<file path="src/rtl/dram_refresh_scheduler.sv">
// -----------------------------------------------------------------------------
// dram_refresh_scheduler
//
// Generates CAS-before-RAS refresh requests for the FastRAM DRAM controller.
// An interval counter produces one refresh "tick" every REFRESH_INTERVAL
// clocks. Ticks accumulate in a saturating backlog (pending). Refreshes are
// requested from the downstream RAS/CAS sequencer only in idle bus time,
// unless the backlog reaches URGENT_LEVEL, in which case the request is
// forced and ref_urgent tells the sequencer to hold off new RAM cycles.
//
// Ports:
//   CLK        in   system clock, all state changes on the rising edge
//   RESETn     in   asynchronous active-low reset
//   AS         in   bus cycle active (1 = CPU cycle in progress), sync to CLK
//   refresh_en in   scheduler enable
//   ref_done   in   one-CLK pulse: one CBR refresh completed by the sequencer
//   ref_req    out  registered refresh request
//   ref_urgent out  registered (pending >= URGENT_LEVEL)
//   pending    out  current backlog of owed refreshes
//   overflow   out  sticky: a tick was lost while the backlog was saturated
//
// Build option:
//   REFRESH_BURST_EN  when defined, a ref_done that leaves work outstanding
//                     while the bus is idle keeps ref_req high so the backlog
//                     drains back-to-back. When undefined, every refresh needs
//                     a fresh GUARD_CLKS idle qualification.
// -----------------------------------------------------------------------------
module dram_refresh_scheduler #(
  parameter int REFRESH_INTERVAL = 110,
  parameter int MAX_PENDING      = 8,
  parameter int URGENT_LEVEL     = 4,
  parameter int GUARD_CLKS       = 2
) (
  input  logic       CLK,
  input  logic       RESETn,
  input  logic       AS,
  input  logic       refresh_en,
  input  logic       ref_done,
  output logic       ref_req,
  output logic       ref_urgent,
  output logic [3:0] pending,
  output logic       overflow
);

  localparam int CNT_W  = (REFRESH_INTERVAL > 1) ? $clog2(REFRESH_INTERVAL) : 1;
  localparam int IDLE_W = (GUARD_CLKS > 0) ? $clog2(GUARD_CLKS + 1) : 1;

  localparam logic [CNT_W-1:0]  RELOAD = CNT_W'(REFRESH_INTERVAL - 1);
  localparam logic [3:0]        MAX_P  = 4'(MAX_PENDING);
  localparam logic [3:0]        URG_P  = 4'(URGENT_LEVEL);
  localparam logic [IDLE_W-1:0] GUARD  = IDLE_W'(GUARD_CLKS);

  typedef enum logic [1:0] {
    S_IDLE = 2'd0,
    S_ARM  = 2'd1,
    S_REQ  = 2'd2
  } state_t;

  state_t            state;
  logic [CNT_W-1:0]  int_cnt;
  logic [IDLE_W-1:0] idle_cnt;

  logic       tick;
  logic [3:0] pending_nxt;
  logic       ovf_set;
  logic       idle;
  logic       burst_hold;
  logic       requal;

  // ---------------------------------------------------------------------------
  // Interval tick and backlog arithmetic
  // ---------------------------------------------------------------------------
  assign tick = refresh_en && (int_cnt == '0);
  assign idle = (idle_cnt == GUARD);

  // Next backlog value. A tick and a ref_done in the same clock cancel, so the
  // backlog is unchanged and a saturated backlog does not report a lost tick.
  always_comb begin
    pending_nxt = pending;
    ovf_set     = 1'b0;
    if (!refresh_en) begin
      pending_nxt = '0;
    end else if (tick && !ref_done) begin
      if (pending == MAX_P) begin
        ovf_set = 1'b1;
      end else begin
        pending_nxt = pending + 4'd1;
      end
    end else if (ref_done && !tick) begin
      if (pending != '0) begin
        pending_nxt = pending - 4'd1;
      end
    end
  end

`ifdef REFRESH_BURST_EN
  // Keep requesting straight after a completed refresh while the bus is idle.
  assign burst_hold = ~AS;
`else
  assign burst_hold = 1'b0;
`endif

  // A refresh completed with more work owed but no burst continuation: the
  // next request has to requalify the bus as idle from scratch.
  assign requal = refresh_en && (state == S_REQ) && ref_done &&
                  (pending_nxt != '0) && !burst_hold;

  // ---------------------------------------------------------------------------
  // Counter, backlog, idle qualification and urgency registers
  // ---------------------------------------------------------------------------
  always_ff @(posedge CLK or negedge RESETn) begin
    if (!RESETn) begin
      int_cnt <= RELOAD;
    end else if (!refresh_en || (int_cnt == '0)) begin
      int_cnt <= RELOAD;
    end else begin
      int_cnt <= int_cnt - 1'b1;
    end
  end

  always_ff @(posedge CLK or negedge RESETn) begin
    if (!RESETn) begin
      pending  <= '0;
      overflow <= 1'b0;
    end else begin
      pending  <= pending_nxt;
      // overflow is sticky and survives refresh_en = 0
      overflow <= overflow | ovf_set;
    end
  end

  always_ff @(posedge CLK or negedge RESETn) begin
    if (!RESETn) begin
      idle_cnt <= '0;
    end else if (AS || requal) begin
      idle_cnt <= '0;
    end else if (idle_cnt != GUARD) begin
      idle_cnt <= idle_cnt + 1'b1;
    end
  end

  // Urgency follows the registered backlog one clock later; it is dropped
  // immediately when the scheduler is disabled since the backlog is cleared.
  always_ff @(posedge CLK or negedge RESETn) begin
    if (!RESETn) begin
      ref_urgent <= 1'b0;
    end else if (!refresh_en) begin
      ref_urgent <= 1'b0;
    end else begin
      ref_urgent <= (pending >= URG_P);
    end
  end

  // ---------------------------------------------------------------------------
  // Request FSM. Decisions look at the next backlog value so that a tick moves
  // IDLE->ARM in the same clock the backlog increments, giving the two-clock
  // tick-to-request latency on an idle bus.
  // ---------------------------------------------------------------------------
  always_ff @(posedge CLK or negedge RESETn) begin
    if (!RESETn) begin
      state   <= S_IDLE;
      ref_req <= 1'b0;
    end else if (!refresh_en) begin
      state   <= S_IDLE;
      ref_req <= 1'b0;
    end else begin
      case (state)
        S_IDLE: begin
          if (pending_nxt != '0) begin
            state   <= S_ARM;
            ref_req <= 1'b0;
          end else begin
            state   <= S_IDLE;
            ref_req <= 1'b0;
          end
        end

        S_ARM: begin
          if (pending_nxt == '0) begin
            state   <= S_IDLE;
            ref_req <= 1'b0;
          end else if (idle || ref_urgent) begin
            state   <= S_REQ;
            ref_req <= 1'b1;
          end else begin
            state   <= S_ARM;
            ref_req <= 1'b0;
          end
        end

        S_REQ: begin
          if (ref_done) begin
            if (pending_nxt == '0) begin
              state   <= S_IDLE;
              ref_req <= 1'b0;
            end else if (burst_hold) begin
              state   <= S_REQ;
              ref_req <= 1'b1;
            end else begin
              state   <= S_ARM;
              ref_req <= 1'b0;
            end
          end else if (AS && !ref_urgent) begin
            // CPU took the bus before the refresh started: withdraw.
            state   <= S_ARM;
            ref_req <= 1'b0;
          end else begin
            state   <= S_REQ;
            ref_req <= 1'b1;
          end
        end

        default: begin
          state   <= S_IDLE;
          ref_req <= 1'b0;
        end
      endcase
    end
  end

endmodule

</file>
<file path="config.mk">
export PLATFORM = sky130hd
export DESIGN_NAME = dram_refresh_scheduler
export DESIGN_NICKNAME = d
export VERILOG_FILES = /design/src/rtl/dram_refresh_scheduler.sv
export SDC_FILE = /design/constraint.sdc
export NUM_CORES = 1
export LEC_CHECK = 0
export CAP_MARGIN = 10
export CORE_ASPECT_RATIO = 0.75
export CORE_MARGIN = 10
export CORE_UTILIZATION = 55
export DETAILED_ROUTE_END_ITERATION = 6
export PLACE_DENSITY_LB_ADDON = 0.05
export SYNTH_ARGS = -nofsm -noshare
export SYNTH_HDL_FRONTEND = slang
export SYNTH_SLANG_ARGS = --single-unit
</file>
<file path="constraint.sdc">
create_clock -name CLK -period 2.5 [get_ports CLK]
set_input_delay 0.5 -clock CLK [delete_from_list [all_inputs] [get_ports CLK]]
set_output_delay 0.5 -clock CLK [all_outputs]
set_load 0.01 [all_outputs]
</file>
==> impl_metrics.ini, run 1 <==
[outcome]
outcome = finished clean

[critical_path]
required_ns = 2.69
r2r_cells = 8
critPathLaunchType = register
cp_top_family = simple AND/OR/NAND/NOR gates
cp_data_arrival_time_ns = 2.56
critPathMaxFanout = 5
reg2reg_to = idle_cnt[0]
crit_buf_inv = 1
crit_path_end_kind = register
path_cells = inv_1 > ha_1 > nor4b_2 > and3_1 > nor4_2 > mux2i_1 > nor4_4 > o211a_1
slowest_stage = dfstp_2
r2r_setup_slack_ns = 0.13
max_stage_delay_ns = 0.56
timing_worst_setup_path_type = reg -> reg
r2r_start = int_cnt[0]

[drt]
wirelength_mm = 2.48
vias_per_cell = 6.01
wl_per_cell_um = 15.8
drt_first_pass_iters = 4
dr.first_iter.drc_count = 55
drc = 0
ant_nets = 0
vias = 944

[yosys]
ys_async_sr_fraction = 1.00
synth_top_area_share = 0.282
yosysMostFrequentCell = dfrtp_1
ys_types = 39
syn_area_um2 = 1150
syn_inst = 119
synth_top_cells_by_count = dfrtp_1, nand2_1, inv_1, ha_1, nor2_1
synth_top_area_cell = dfrtp_1
ys_ff_latch = 18
synthFlopType = dfrtp_1
synthesis.nets = 133
synth_area_leaders = dfrtp_1, dfstp_2, ha_1, nand2_1, xnor2_1
ys_warn_count = 0
synth_edf_count = 0
synth-seq-area-share = 0.395
synth_area_per_cell_um2 = 9.70

[timing]
relSlewSlack = 0.650
finalClockSkew_ns = 0.00609
min_period_ns = 2.37
finalCritPeriodShare = 0.946
final_max_slew_viol_count = 0
tightestPinTransition_ns = 0.523
finalSetupViolations = 0
max_freq_mhz = 423
fin_ws_ns = 0.135
holdWs_ns = 0.475
final_hold_viol_count = 0

[clocking]
cts_buffer_depth = 2
cts_max_level = 1
tritoncts = yes
cts_sinks = 18
clk_pin_slew_worst_paths_ns = 0.11
clkLatencyLatePin_ns = 0.30
root_buffer = clkbuf_4
cts_buffers = 3
post_cts_buffers = 0

[global_route]
grt_pass1_vias = 877
grt_first_pass_wirelength_mm = 4.14
grt_max_degree = 19
grt_antenna_before_repair = 0
grt_overflow = 0
track_usage = 0.120

[placed_design]
gp_congestion = 0.829
dp_hpwl_mm = 1.84
port_buffers = 11
place_ws_ns = 0.0101

[cells_and_area]
fin_util = 0.680
diodes = 0
layout.nets = 148
syn_to_final_growth_pct = 17.7
final_layout_size_suffix_gt1_frac = 0.180

[floorplanning]
dieArea_um2 = 4350
die_w_um = 72.9
dieHeight_um = 59.7
start_util = 0.578
boundaryPins = 12
row_count = 14
core_area_um2 = 2000

[min_path]
min_to = int_cnt[0]
min_from = int_cnt[0]
min_path_type = reg -> reg
holdPathStages = 1

[power_and_ir_drop]
leakagePower_nw = 0.588
seqPwrFrac = 0.473
p_int_mw = 0.517
p_comb_frac = 0.284
power.switching_mw = 0.233
swShare = 0.311
p_clk_frac = 0.243
ir_drop_uv = 446
p_per_area_nw_per_um2 = 552

[run]
drv_cap = 0
## sequential cells by signal, indices dropped and copies added, names as in the netlist
signal and flops:
ref_urgent 1, state 2, idle_cnt 2, pending 4, overflow 1, int_cnt 7
ref_req 1
## cell type report
class	count	area, um2
well taps	24	30.0
flip-flops and latches	18	457
fillers	165	638
repair buffers	14	133
multi-input cells	86	662
clock buffers	4	36.3
inverters	11	41.3
## layer usage
layer / global-route usage / share of wire
met5: 0 / 0
met4: 0.0351 / 0.0061
met3: 0.0430 / 0.078
met2: 0.189 / 0.47
met1: 0.151 / 0.45
## layout by cell type (no fill, tap or decap), types with 2 or more instances in the layout
cell / synthesis / final
dfrtp_1: 13 / 13
nor4b_2: 0 / 2
and3_1: 3 / 3
a21oi_1: 6 / 6
o211a_1: 2 / 2
nor3_1: 3 / 3
clkbuf_4: 0 / 3
mux2i_1: 3 / 3
dfstp_2: 5 / 5
nor2_1: 8 / 8
o21ai_0: 4 / 4
o22ai_1: 3 / 3
ha_1: 9 / 9
buf_4: 0 / 3
xnor2_1: 5 / 5
inv_1: 11 / 11
nand3_1: 4 / 4
nand2_1: 12 / 11
clkdlybuf4s50_1: 0 / 11
## power groups by stage
stage | clock, mW | sequential (mW) | combinational (mW)
2_1_floorplan | 0 | 0.351 | 0.153
3_3_place_gp | 0 | 0.358 | 0.205
3_5_place_dp | 0 | 0.358 | 0.212
4_1_cts | 0.188 | 0.353 | 0.212
5_1_grt | 0.201 | 0.360 | 0.240
6_report | 0.183 | 0.355 | 0.213
## worst max path at each step
stage               startpoint     endpoint  slack [ns]  cells after the start
floorplan           int_cnt[0]     state[0]        0.26                      8
global placement      ref_done  idle_cnt[1]        0.06                      7
detailed placement  int_cnt[0]     state[0]        0.01                      8
CTS                 int_cnt[0]     state[0]       0.006                      8
global route        int_cnt[0]  idle_cnt[0]      -0.004                      8
finish              int_cnt[0]  idle_cnt[0]        0.13                      8
## kinds of logic (layout without fill, tap and decap cells)
family / count (synthesis) / count (layout) / synth area share
buffers and inverters: 15 / 29 / 0.0498
and+or+nand+nor: 41 / 41 / 0.217
AOI/OAI and AO/OA: 27 / 27 / 0.169
adders and majority gates: 9 / 9 / 0.0975
xor gates and xnor gates: 6 / 6 / 0.0455
DFF: 18 / 18 / 0.395
muxes: 3 / 3 / 0.0260
## timing repair
item                                    in CTS  in global routing
hold buffers                                 0                  0
resized for setup                            0                  5
endpoints found under the setup margin       0                  5
hold endpoints to repair                     0                  0
## stage by stage
step	area, um2	std cells	TNS (ns)	power (mW)
6_report	1360	157	0	0.751
5_1_grt	1360	157	-0.00350	0.801
4_1_cts	1340	157	0	0.753
3_5_place_dp	1300	153	0	0.570
3_3_place_gp	1300	153	0	0.562
2_1_floorplan	1150	119	0	0.504
(Power assumes the default switching activity.)
==> inputs of run 2 (changes only) <==
Settings changed: PLACE_DENSITY from default to 0.77, PLACE_DENSITY_LB_ADDON 0.05 to default, SLEW_MARGIN from default to 20.
==> impl_metrics.ini, run 2 (synthesis gave the netlist of run 1 again) <==
[global_route]
track_usage = 0.117
grt_max_degree = 19
grt_antenna_before_repair = 0
grt_overflow = 0
grt_first_pass_wirelength_mm = 4.12
grt_pass1_vias = 917

[power_and_ir_drop]
p_int_mw = 0.520
leakagePower_nw = 0.591
power.switching_mw = 0.238
p_per_area_nw_per_um2 = 554
p_comb_frac = 0.286
ir_drop_uv = 433
p_clk_frac = 0.243
swShare = 0.314
seqPwrFrac = 0.471

[cells_and_area]
final_layout_size_suffix_gt1_frac = 0.173
mostFrequentLayoutCell = dfrtp_1
fin_util = 0.685
diodes = 0
fillers = 158
regMostFlops = int_cnt
final_cell_mix = dfrtp_1, nand2_1, inv_1, clkdlybuf4s50_1, ha_1
syn_to_final_growth_pct = 18.4
layout.nets = 148
reg_top3 = int_cnt (7), pending (4)
post-route-cell-area_um2 = 1370
multi_input_area_um2 = 671
largest_register_ffs = 7
seqCellArea_um2 = 457

[drt]
drc = 0
vias = 938
ant_nets = 0
wirelength_mm = 2.49
wl_per_cell_um = 15.8
vias_per_cell = 5.97
dr.first_iter.drc_count = 82
drt_first_pass_iters = 4

[clocking]
clkLatencyLatePin_ns = 0.30
clk_pin_slew_worst_paths_ns = 0.10
cts_buffers = 3
root_buffer = clkbuf_4
cts_max_level = 1
post_cts_buffers = 0
cts_sinks = 18
tritoncts = yes
cts_buffer_depth = 2

[min_path]
min_path_type = reg -> reg

[timing]
fin_ws_ns = 0.130
finalCritPeriodShare = 0.948
min_period_ns = 2.37
tightestPinTransition_ns = 0.767
finalClockSkew_ns = 0.00300
final_max_slew_viol_count = 0
finalSetupViolations = 0
max_freq_mhz = 422
relSlewSlack = 0.487
final_hold_viol_count = 0

[floorplanning]
row_count = 14
die_w_um = 72.9
core_area_um2 = 2000
dieArea_um2 = 4350
dieHeight_um = 59.7
start_util = 0.578
boundaryPins = 12

[outcome]
outcome = finished clean

[placed_design]
dpl_cell_area_um2 = 1300
place_ws_ns = 0.0871
port_buffers = 11
gp_congestion = 0.834
dp_hpwl_mm = 1.82

[critical_path]
cp_data_arrival_time_ns = 2.62
required_ns = 2.75
path_cells = inv_1 > ha_1 > nor4b_4 > nand2_1 > o311a_1 > nor4_4 > o211a_1
max_stage_delay_ns = 0.48
cp_top_family = simple AND/OR/NAND/NOR gates
crit_path_end_kind = register
slowest_stage = o311a_1
critPathLaunchType = register
critPathMaxFanout = 6
crit_buf_inv = 1
timing_worst_setup_path_type = reg -> reg

[run]
drv_cap = 0
run 2: worst paths after layout:
path	startpoint	to	slack, ns	cells after the start
max in group asynchronous	RESETn	ref_urgent	1.39	1
min in group asynchronous	RESETn	idle_cnt[0]	0.64	1
worst min register to register	int_cnt[0]	int_cnt[0]	0.47	1
worst max register to register	int_cnt[0]	idle_cnt[1]	0.13	7
worst min-delay path	int_cnt[0]	int_cnt[0]	0.47	1
worst max-delay path	int_cnt[0]	idle_cnt[1]	0.13	7
run 2: timing repair:
action,4_1_cts,5_1_grt
hold buffers,0,0
resized for setup,0,5
setup endpoints to repair,0,5
run 2: layout make-up:
class | instances | area share
Multi-Input combinational cell | 86 | 0.490
Sequential cell | 18 | 0.334
Timing Repair Buffer | 14 | 0.0970
Inverter | 11 | 0.0302
Clock buffer | 4 | 0.0265
Tap cell | 24 | 0.0220
run 2: per-layer routing:
layer | share of wire | routed length [um] | vias to the layer above | GRT usage
li1 | - | - | 461 | -
met1 | 0.45 | 1110 | 448 | 0.140
met2 | 0.47 | 1160 | 27 | 0.189
met3 | 0.079 | 196 | 2 | 0.0480
met4 | 0.0064 | 16 | 0 | 0.0324
met5 | 0 | 0 | - | 0
run 2: power groups by stage:
stage | clock network [mW] | logic [mW] | registers (mW)
6_report | 0.184 | 0.216 | 0.356
5_1_grt | 0.196 | 0.244 | 0.361
4_1_cts | 0.186 | 0.211 | 0.354
3_5_place_dp | 0 | 0.210 | 0.359
3_3_place_gp | 0 | 0.200 | 0.356
2_1_floorplan | 0 | 0.153 | 0.351
run 2: stage by stage:
step	total power [mW]	cells	setup TNS [ns]	hold slack (ns)
finish	0.757	157	0	0.469
global route	0.801	157	-0.00794	0.495
CTS	0.751	157	0	0.472
detailed placement	0.569	153	0	0.447
global placement	0.557	153	0	0.439
floorplan	0.504	119	0	0.204
==> inputs of run 3 (changes only) <==
Settings changed: CTS_CLUSTER_DIAMETER from default to 200.
==> results of run 3 <==
No change in the layout: final DEF, timing and power equal those of run 2.
